`config.mk`:
```
export PLATFORM = sky130hd
export DESIGN_NAME = regfile_16x32_flat
export DESIGN_NICKNAME = d
export VERILOG_FILES = /design/src/rtl/regfile_16x32_if.sv /design/src/rtl/regfile_16x32.sv /design/src/flat_wrapper.sv
export SDC_FILE = /design/constraint.sdc
export NUM_CORES = 1
export LEC_CHECK = 0
export CAP_MARGIN = 20
export CORE_AREA = 3 3 210 212
export CTS_CLUSTER_DIAMETER = 100
export DETAILED_ROUTE_END_ITERATION = 8
export DIE_AREA = 0 0 213 215
export HOLD_SLACK_MARGIN = 0.1
export PLACE_DENSITY = 0.81
export SYNTH_ARGS = -nofsm -noshare
export SYNTH_HDL_FRONTEND = slang
export SYNTH_SLANG_ARGS = --single-unit
```
`constraint.sdc`:
```
create_clock -name clk -period 48.4 [get_ports clk]
set_input_delay 7.26 -clock clk [delete_from_list [all_inputs] [get_ports clk]]
set_output_delay 7.26 -clock clk [all_outputs]
set_load 0.05 [all_outputs]
```
`src/rtl/regfile_16x32_if.sv`:
```
// Bus between the register-select decoder and the register file.
// The master side drives select, strobes and load data; the slave side returns the bus read.
interface regfile_16x32_if #(
    parameter int WIDTH = 32,
    parameter int NREGS = 16
);
    logic [NREGS-1:0] sel_onehot;
    logic             rin;
    logic             rout;
    logic             ba_out;
    logic [WIDTH-1:0] wr_data;
    logic [WIDTH-1:0] bus_out;
    logic             bus_valid;
    logic             sel_err;
    logic [7:0]       wr_count;

    modport master (
        output sel_onehot, rin, rout, ba_out, wr_data,
        input  bus_out, bus_valid, sel_err, wr_count
    );

    modport slave (
        input  sel_onehot, rin, rout, ba_out, wr_data,
        output bus_out, bus_valid, sel_err, wr_count
    );
endinterface

```
`src/rtl/regfile_16x32.sv`:
```
// General-purpose register file R0..R(NREGS-1) addressed by a one-hot select,
// with a combinational OR-mux read path and R0 base-address gating.
module regfile_16x32 #(
    parameter int WIDTH  = 32,
    parameter int NREGS  = 16,
    parameter bit BYPASS = 1'b0
) (
    input logic             clk,
    input logic             clr,
    regfile_16x32_if.slave  rf
);
    localparam int IDXW = (NREGS > 1) ? $clog2(NREGS) : 1;

    logic [WIDTH-1:0] regs_q [NREGS];
    logic [WIDTH-1:0] regs_d [NREGS];
    logic [7:0]       wr_count_q, wr_count_d;
    logic             sel_err_q, sel_err_d;

    logic             legal;
    logic [IDXW-1:0]  idx;
    logic             wr_en;
    logic             rd_en;
    logic             fwd;
    logic             gate_zero;
    logic [WIDTH-1:0] rd_mux;

    function automatic logic [IDXW-1:0] onehot_idx(input logic [NREGS-1:0] s);
        logic [IDXW-1:0] r;
        r = '0;
        for (int i = 0; i < NREGS; i++) begin
            if (s[i]) r = r | IDXW'(i);
        end
        return r;
    endfunction

    always_comb begin
        legal = $onehot(rf.sel_onehot);
        idx   = onehot_idx(rf.sel_onehot);
        wr_en = rf.rin & legal;
        rd_en = rf.rout & legal;
    end

    always_comb begin
        regs_d = regs_q;
        if (wr_en) regs_d[idx] = rf.wr_data;
        wr_count_d = wr_count_q + {7'd0, wr_en};
        sel_err_d  = sel_err_q | ((rf.rin | rf.rout) & ~legal);
    end

    always_ff @(posedge clk or posedge clr) begin
        if (clr) begin
            for (int i = 0; i < NREGS; i++) regs_q[i] <= '0;
            wr_count_q <= '0;
            sel_err_q  <= 1'b0;
        end else begin
            regs_q     <= regs_d;
            wr_count_q <= wr_count_d;
            sel_err_q  <= sel_err_d;
        end
    end

    // Each register drives the bus only when selected, so illegal or idle cycles read as 0.
    always_comb begin
        rd_mux = '0;
        for (int i = 0; i < NREGS; i++) begin
            if (rd_en && rf.sel_onehot[i]) rd_mux = rd_mux | regs_q[i];
        end
        fwd       = BYPASS && wr_en && !clr;
        gate_zero = !rd_en || (rf.sel_onehot[0] && rf.ba_out);
        if (gate_zero)  rf.bus_out = '0;
        else if (fwd)   rf.bus_out = rf.wr_data;
        else            rf.bus_out = rd_mux;
        rf.bus_valid = rd_en;
    end

    assign rf.sel_err  = sel_err_q;
    assign rf.wr_count = wr_count_q;
endmodule

```
`src/flat_wrapper.sv`:
```
// flat-port wrapper written by rule: the top's interface ports become plain ports
module regfile_16x32_flat 
#(
    parameter int WIDTH  = 32,
    parameter int NREGS  = 16,
    parameter bit BYPASS = 1'b0
)
  (clk, clr, rf_sel_onehot, rf_rin, rf_rout, rf_ba_out, rf_wr_data, rf_bus_out, rf_bus_valid, rf_sel_err, rf_wr_count);
  regfile_16x32_if #(.WIDTH(WIDTH), .NREGS(NREGS)) rf_i ();
  input logic clk;
  input logic clr;
  input wire logic [$bits(rf_i.sel_onehot)-1:0] rf_sel_onehot;
  input wire logic [$bits(rf_i.rin)-1:0] rf_rin;
  input wire logic [$bits(rf_i.rout)-1:0] rf_rout;
  input wire logic [$bits(rf_i.ba_out)-1:0] rf_ba_out;
  input wire logic [$bits(rf_i.wr_data)-1:0] rf_wr_data;
  output wire logic [$bits(rf_i.bus_out)-1:0] rf_bus_out;
  output wire logic [$bits(rf_i.bus_valid)-1:0] rf_bus_valid;
  output wire logic [$bits(rf_i.sel_err)-1:0] rf_sel_err;
  output wire logic [$bits(rf_i.wr_count)-1:0] rf_wr_count;
  assign rf_i.sel_onehot = rf_sel_onehot;
  assign rf_i.rin = rf_rin;
  assign rf_i.rout = rf_rout;
  assign rf_i.ba_out = rf_ba_out;
  assign rf_i.wr_data = rf_wr_data;
  assign rf_bus_out = rf_i.bus_out;
  assign rf_bus_valid = rf_i.bus_valid;
  assign rf_sel_err = rf_i.sel_err;
  assign rf_wr_count = rf_i.wr_count;
  regfile_16x32 #(.WIDTH(WIDTH), .NREGS(NREGS), .BYPASS(BYPASS)) u_core (.clk(clk), .clr(clr), .rf(rf_i));
endmodule
```
# [After elaboration in Yosys (flattened, before gate mapping)]
# Cells that the tools add are included.
[classes] n_addsub=16 magnitude_cmp=2 mux=35 n_eq_ne=1 n_bitwise=22 reduce_logical=20
[ops] op="32-bit 2-to-1 mux" n=18
[ops] op="512-bit bitwise mux" n=1
[ops] op="32-bit OR" n=15
[ops] op="32-bit demux with 4-bit select" n=1
[ops] op="5-bit adder" n=7
[ops] op="4-bit 2-to-1 mux" n=8
[ops] op="1-bit logical AND" n=18
[ops] op="1-bit by 1-bit adder with 2-bit output" n=8
[ops] op="3-bit 2-to-1 mux" n=4
[ops] op="8-bit by 1-bit adder with 8-bit output" n=1
[ops] op="5-bit by 1-bit == test with 1-bit output (second input constant)" n=1
[ops] op="5-bit >= comparator (second input constant)" n=1
[ops] op="5-bit by 1-bit < comparator with 1-bit output (second input constant)" n=1
[ops] op="4-bit inverter with 5-bit output" n=1
[ops] op="2-bit 2-to-1 mux" n=2
[ops] op="1-bit AND" n=3
[ops] op="1-bit OR" n=2
[ops] op="1-bit logical NOT" n=1
[ops] op="1-bit logical OR" n=1
[ops] op="1-bit 2-to-1 mux" n=1
[ops] op="1-bit inverter" n=1
[word_totals] out_inout_bits=42 word_cells=114 inputBits=53 reg_bits=521

# [Logic depth before layout (Yosys ltp)]
[depth] ltp_word=39 depth_mapped=23 mapped_depth_nobuf=20

# [Least setup slack after synthesis]
# Ideal clock, no wire load.
[synth_timing] kind="input-to-output" start="input rf_sel_onehot[5]" end="output rf_bus_out[10]" arrival_time_ns=12.796 slack_ns=28.344 required_time_ns=41.140 n_path_buf=4 stages=21 path_cell_list="clkbuf_1 > clkbuf_1 > buf_1 > inv_1 > ha_1 > inv_1 > fa_1 > inv_1 > fa_1 > inv_1 > fa_1 > fa_1 > inv_1 > ha_1 > fa_1 > nor4b_1 > nand2_1 > nor2_1 > nand3_1 > clkbuf_1 > a31oi_1"
[synth_via] elab_chain_len=39 word_cells_on_any_way=56 classes_between="4 x add/sub; 1 x eq/ne; 17 x mux; 16 x bitwise; 18 x reduce/logical"
[synth_rtl] item="from (decl)" line="flat_wrapper.sv:12" source="input wire logic [$bits(rf_i.sel_onehot)-1:0] rf_sel_onehot;"
[synth_rtl] item="1-bit by 1-bit adder with 2-bit output (implied by the code)" line="regfile_16x32.sv:37" source="legal = $onehot(rf.sel_onehot);"
[synth_rtl] item="5-bit adder (implied by the code) (3 in series)" line="regfile_16x32.sv:37"
[synth_rtl] item="5-bit by 1-bit == test with 1-bit output" line="regfile_16x32.sv:37"
[synth_rtl] item="1-bit AND" line="regfile_16x32.sv:40" source="rd_en = rf.rout & legal;"
[synth_rtl] item="1-bit logical AND" line="regfile_16x32.sv:66" source="if (rd_en && rf.sel_onehot[i]) rd_mux = rd_mux | regs_q[i];"
[synth_rtl] item="32-bit 2-to-1 mux" line="regfile_16x32.sv:66"
[synth_rtl] item="32-bit OR" line="regfile_16x32.sv:66"
[synth_rtl] item="32-bit 2-to-1 mux" line="regfile_16x32.sv:66"
[synth_rtl] item="[21 not listed]"
[synth_rtl] item="32-bit 2-to-1 mux" line="regfile_16x32.sv:66"
[synth_rtl] item="32-bit OR" line="regfile_16x32.sv:66"
[synth_rtl] item="32-bit 2-to-1 mux" line="regfile_16x32.sv:66"
[synth_rtl] item="32-bit OR" line="regfile_16x32.sv:66"
[synth_rtl] item="32-bit 2-to-1 mux" line="regfile_16x32.sv:66"
[synth_rtl] item="32-bit OR" line="regfile_16x32.sv:66"
[synth_rtl] item="32-bit 2-to-1 mux" line="regfile_16x32.sv:66"
[synth_rtl] item="32-bit 2-to-1 mux *" line="regfile_16x32.sv:70" source="if (gate_zero) rf.bus_out = '0;"
[synth_rtl] item="to (decl)" line="flat_wrapper.sv:17" source="output wire logic [$bits(rf_i.bus_out)-1:0] rf_bus_out;"
# Mark *: on every way between the ends. The rest lies on a longest branch, timed or not.

# [Worst setup path after layout]
[layout_timing] start="input rf_sel_onehot[2]" end="output rf_bus_out[10]"
# Same word-level chain as after synthesis.

==> flow_metrics.env <==
export IMPL_status="finished, final reports clean"
export IMPL_synthArstFlopShare_pct=100
export IMPL_finalHoldViolCount=0
export IMPL_io_pin_count=95
export IMPL_syn_nets=1705
export IMPL_syn_avg_cell_area_sq_um=14.3
export IMPL_worst_pin_slew_ps=1170
export IMPL_clock_latency_ps=580
export IMPL_critPathRequiredTime_ps=41140
export IMPL_post_place_ws_ps=26940
export IMPL_fin_hold_ws_ps=476
export IMPL_crit_arrival_ps=13810
export IMPL_vias_per_cell=6.59
export IMPL_drive_above_1_share_pct=36.8
export IMPL_n_fill_cell=2994
export IMPL_reg2reg_depth=5
export IMPL_dp_hpwl_um=32800
export IMPL_grt_max_degree=205
export IMPL_synthTopCellsByArea="dfrtp_1 56%, mux2_2 21%, a221oi_1 3.6%"
export IMPL_ant_nets=0
export IMPL_syn_area_sq_um=23100
export IMPL_synth_edf_count=0
export IMPL_cts_root_buf="clkbuf_16"
export IMPL_finalSetupViolations=0
export IMPL_gr_total_overflow=0
export IMPL_post_cts_setup_buffers=0
export IMPL_wl_per_cell_um=26.5
export IMPL_cpPeakStageDelay_ps=840
export IMPL_drt_iter0_drc=1368
export IMPL_fin_skew_ps=9.58
export IMPL_grt_pass1_wl_um=91800
export IMPL_cp_end_kind="primary output"
export IMPL_track_usage_pct=25.9
export IMPL_max_clock_path_buffers=3
export IMPL_synth_seq_area_share_pct=56.3
export IMPL_coreArea_sq_um=42100
export IMPL_placement_cell_area_sq_um=24300
export IMPL_yosys_area_top_type="dfrtp_1"
export IMPL_first_global_vias=15648
export IMPL_hold_buffers=0
export IMPL_p_leak_nw=12.9
export IMPL_synth_most_common_cell="dfrtp_1"
export IMPL_nNetsFinal=1729
export IMPL_ir_drop_uv=25.0
export IMPL_htree_levels=2
export IMPL_period_needed_ps=21070
export IMPL_die_y_um=215
export IMPL_synth_top_area_share_pct=56.3
export IMPL_grt_antenna_before_repair=0
export IMPL_cp_cell_sequence="buf_2 > inv_1 > ha_1 > inv_1 > fa_1 > inv_1 > fa_1 > inv_1 > fa_1 > fa_1 > inv_1 > ha_1 > fa_1 > nor4b_1 > nand2_1 > nor2_1 > nand3_2 > buf_12 > a31oi_1 > clkdlybuf4s50_1"
export IMPL_path_delay_family="adder cells"
export IMPL_synthCells=1623
export IMPL_drt_total_wl_um=59000
export IMPL_globalplace_congestion=0.761
export IMPL_numCtsBuffers=51
export IMPL_cts_num_sinks=521
export IMPL_cts_repair_resized=0
export IMPL_cp_start_kind="input port"
export IMPL_die_w_um=213
export IMPL_setup_ws_ps=27330
export IMPL_p_per_area_nw_per_um2=38.9
export IMPL_tns_ps=0
export IMPL_crit_buf_inv=8
export IMPL_slew_viol_final=0
export IMPL_fin_crit_sh_pct=43.5
export IMPL_num_rows=75
export IMPL_port_buffers=94
export IMPL_clk_pin_slew_ps=60
export IMPL_syn_to_final_growth_pct=12.8
export IMPL_ys_ff_latch=521
export IMPL_synth_top_flop_cell="dfrtp_1"
export IMPL_die_area_sq_um=45800
export IMPL_cp_max_fo=34
export IMPL_synth_common_cells="521 x dfrtp_1, 422 x mux2_2, 101 x clkbuf_1"
export IMPL_design_area_sq_um=26100
export IMPL_crit_cells=20
export IMPL_post_route_util_pct=62.0
export IMPL_grt_setup_unrepaired="no"
export IMPL_tritoncts="done"
export IMPL_vias=14694
export IMPL_drtPass1Iterations=5
export IMPL_path_class="in -> out"
export IMPL_initial_core_util_pct=54.9
export IMPL_worstHoldPathType="reg -> reg"
export IMPL_holdPathStages=1
export IMPL_slowest_stage="clkdlybuf4s50_1"
export IMPL_slew_headroom_pct=21.9
export IMPL_maxCapViolations=0
export IMPL_ys_types=36
export IMPL_yosysWarningCount=0
export IMPL_max_freq_mhz=47.5
export IMPL_drc=0
export IMPL_diodes=0
## report_power, final
| part | internal [mW] | switching [mW] |
|---|---|---|
| clock network | 0.242 | 0.171 |
| registers | 0.456 | 0.0113 |
| logic | 0.0527 | 0.0832 |
| total | 0.751 | 0.266 |
## state kept, by name (all words and copies together), names as in the netlist
signal / cells
u_core.rf.sel_err: 1
u_core.regs_q: 512
u_core.rf.wr_count: 8
## cells by family after synthesis
kind of cell             share of synthesized area, %
AO/OA/AOI/OAI                                    10.3
XOR/XNOR                                        0.227
adder cells (fa/ha/maj)                          1.92
buffers and inverters                            3.27
flip-flops                                       56.3
multiplexers                                     25.7
AND/OR/NAND/NOR                                  2.24
## layout make-up
type	instances	area, sq um	area share [%]
Tap cell	539	674	2.58
Sequential cell	521	13000	49.9
Multi-Input combinational cell	926	9400	36.0
Clock inverter	28	315	1.21
Inverter	29	116	0.446
Clock buffer	68	1440	5.52
Timing Repair Buffer	118	1120	4.30
## placed cells by master, fill, tap and decap left out, drive strengths merged, types with 2 or more instances in the layout
master / instances
a221oi: 96
a22o: 96
a22oi: 64
a31oi: 33
and3: 33
buf: 40
bufinv: 6
clkbuf: 68
clkdlybuf4s50: 78
clkinv: 16
dfrtp: 521
fa: 11
ha: 18
inv: 34
mux2: 512
nand2: 18
nand3: 10
nand4: 2
nor2: 10
nor3: 2
nor3b: 2
nor4: 3
nor4b: 3
xnor2: 4
xor2: 2
## path summary, 6_finish.rpt
check                                       from                    end  slack (ps)
setup / recovery                rf_sel_onehot[2]         rf_bus_out[10]       27330
min in group asynchronous                    clr     u_core.regs_q[124]        7220
hold / removal             u_core.rf.wr_count[7]  u_core.rf.wr_count[7]         480
hold reg to reg            u_core.rf.wr_count[7]  u_core.rf.wr_count[7]         480
setup reg to reg           u_core.rf.wr_count[0]  u_core.rf.wr_count[6]       47080
max in group asynchronous                    clr  u_core.rf.wr_count[7]       39620
## per-stage QoR
step                total power, mW  cells
floorplan                     0.562   1623
global placement              0.602   2129
detailed placement            0.608   2131
CTS                            1.02   2227
global route                   1.05   2229
finish                         1.02   2229
## layer usage
layer / vias up / global-route usage, % / wire [um]
li1: 6152 / - / -
met1: 7874 / 35.5 / 25100
met2: 531 / 41.6 / 28400
met3: 137 / 4.97 / 3830
met4: 0 / 8.74 / 1760
met5: - / 0 / 0
(Power assumes the default switching activity.)
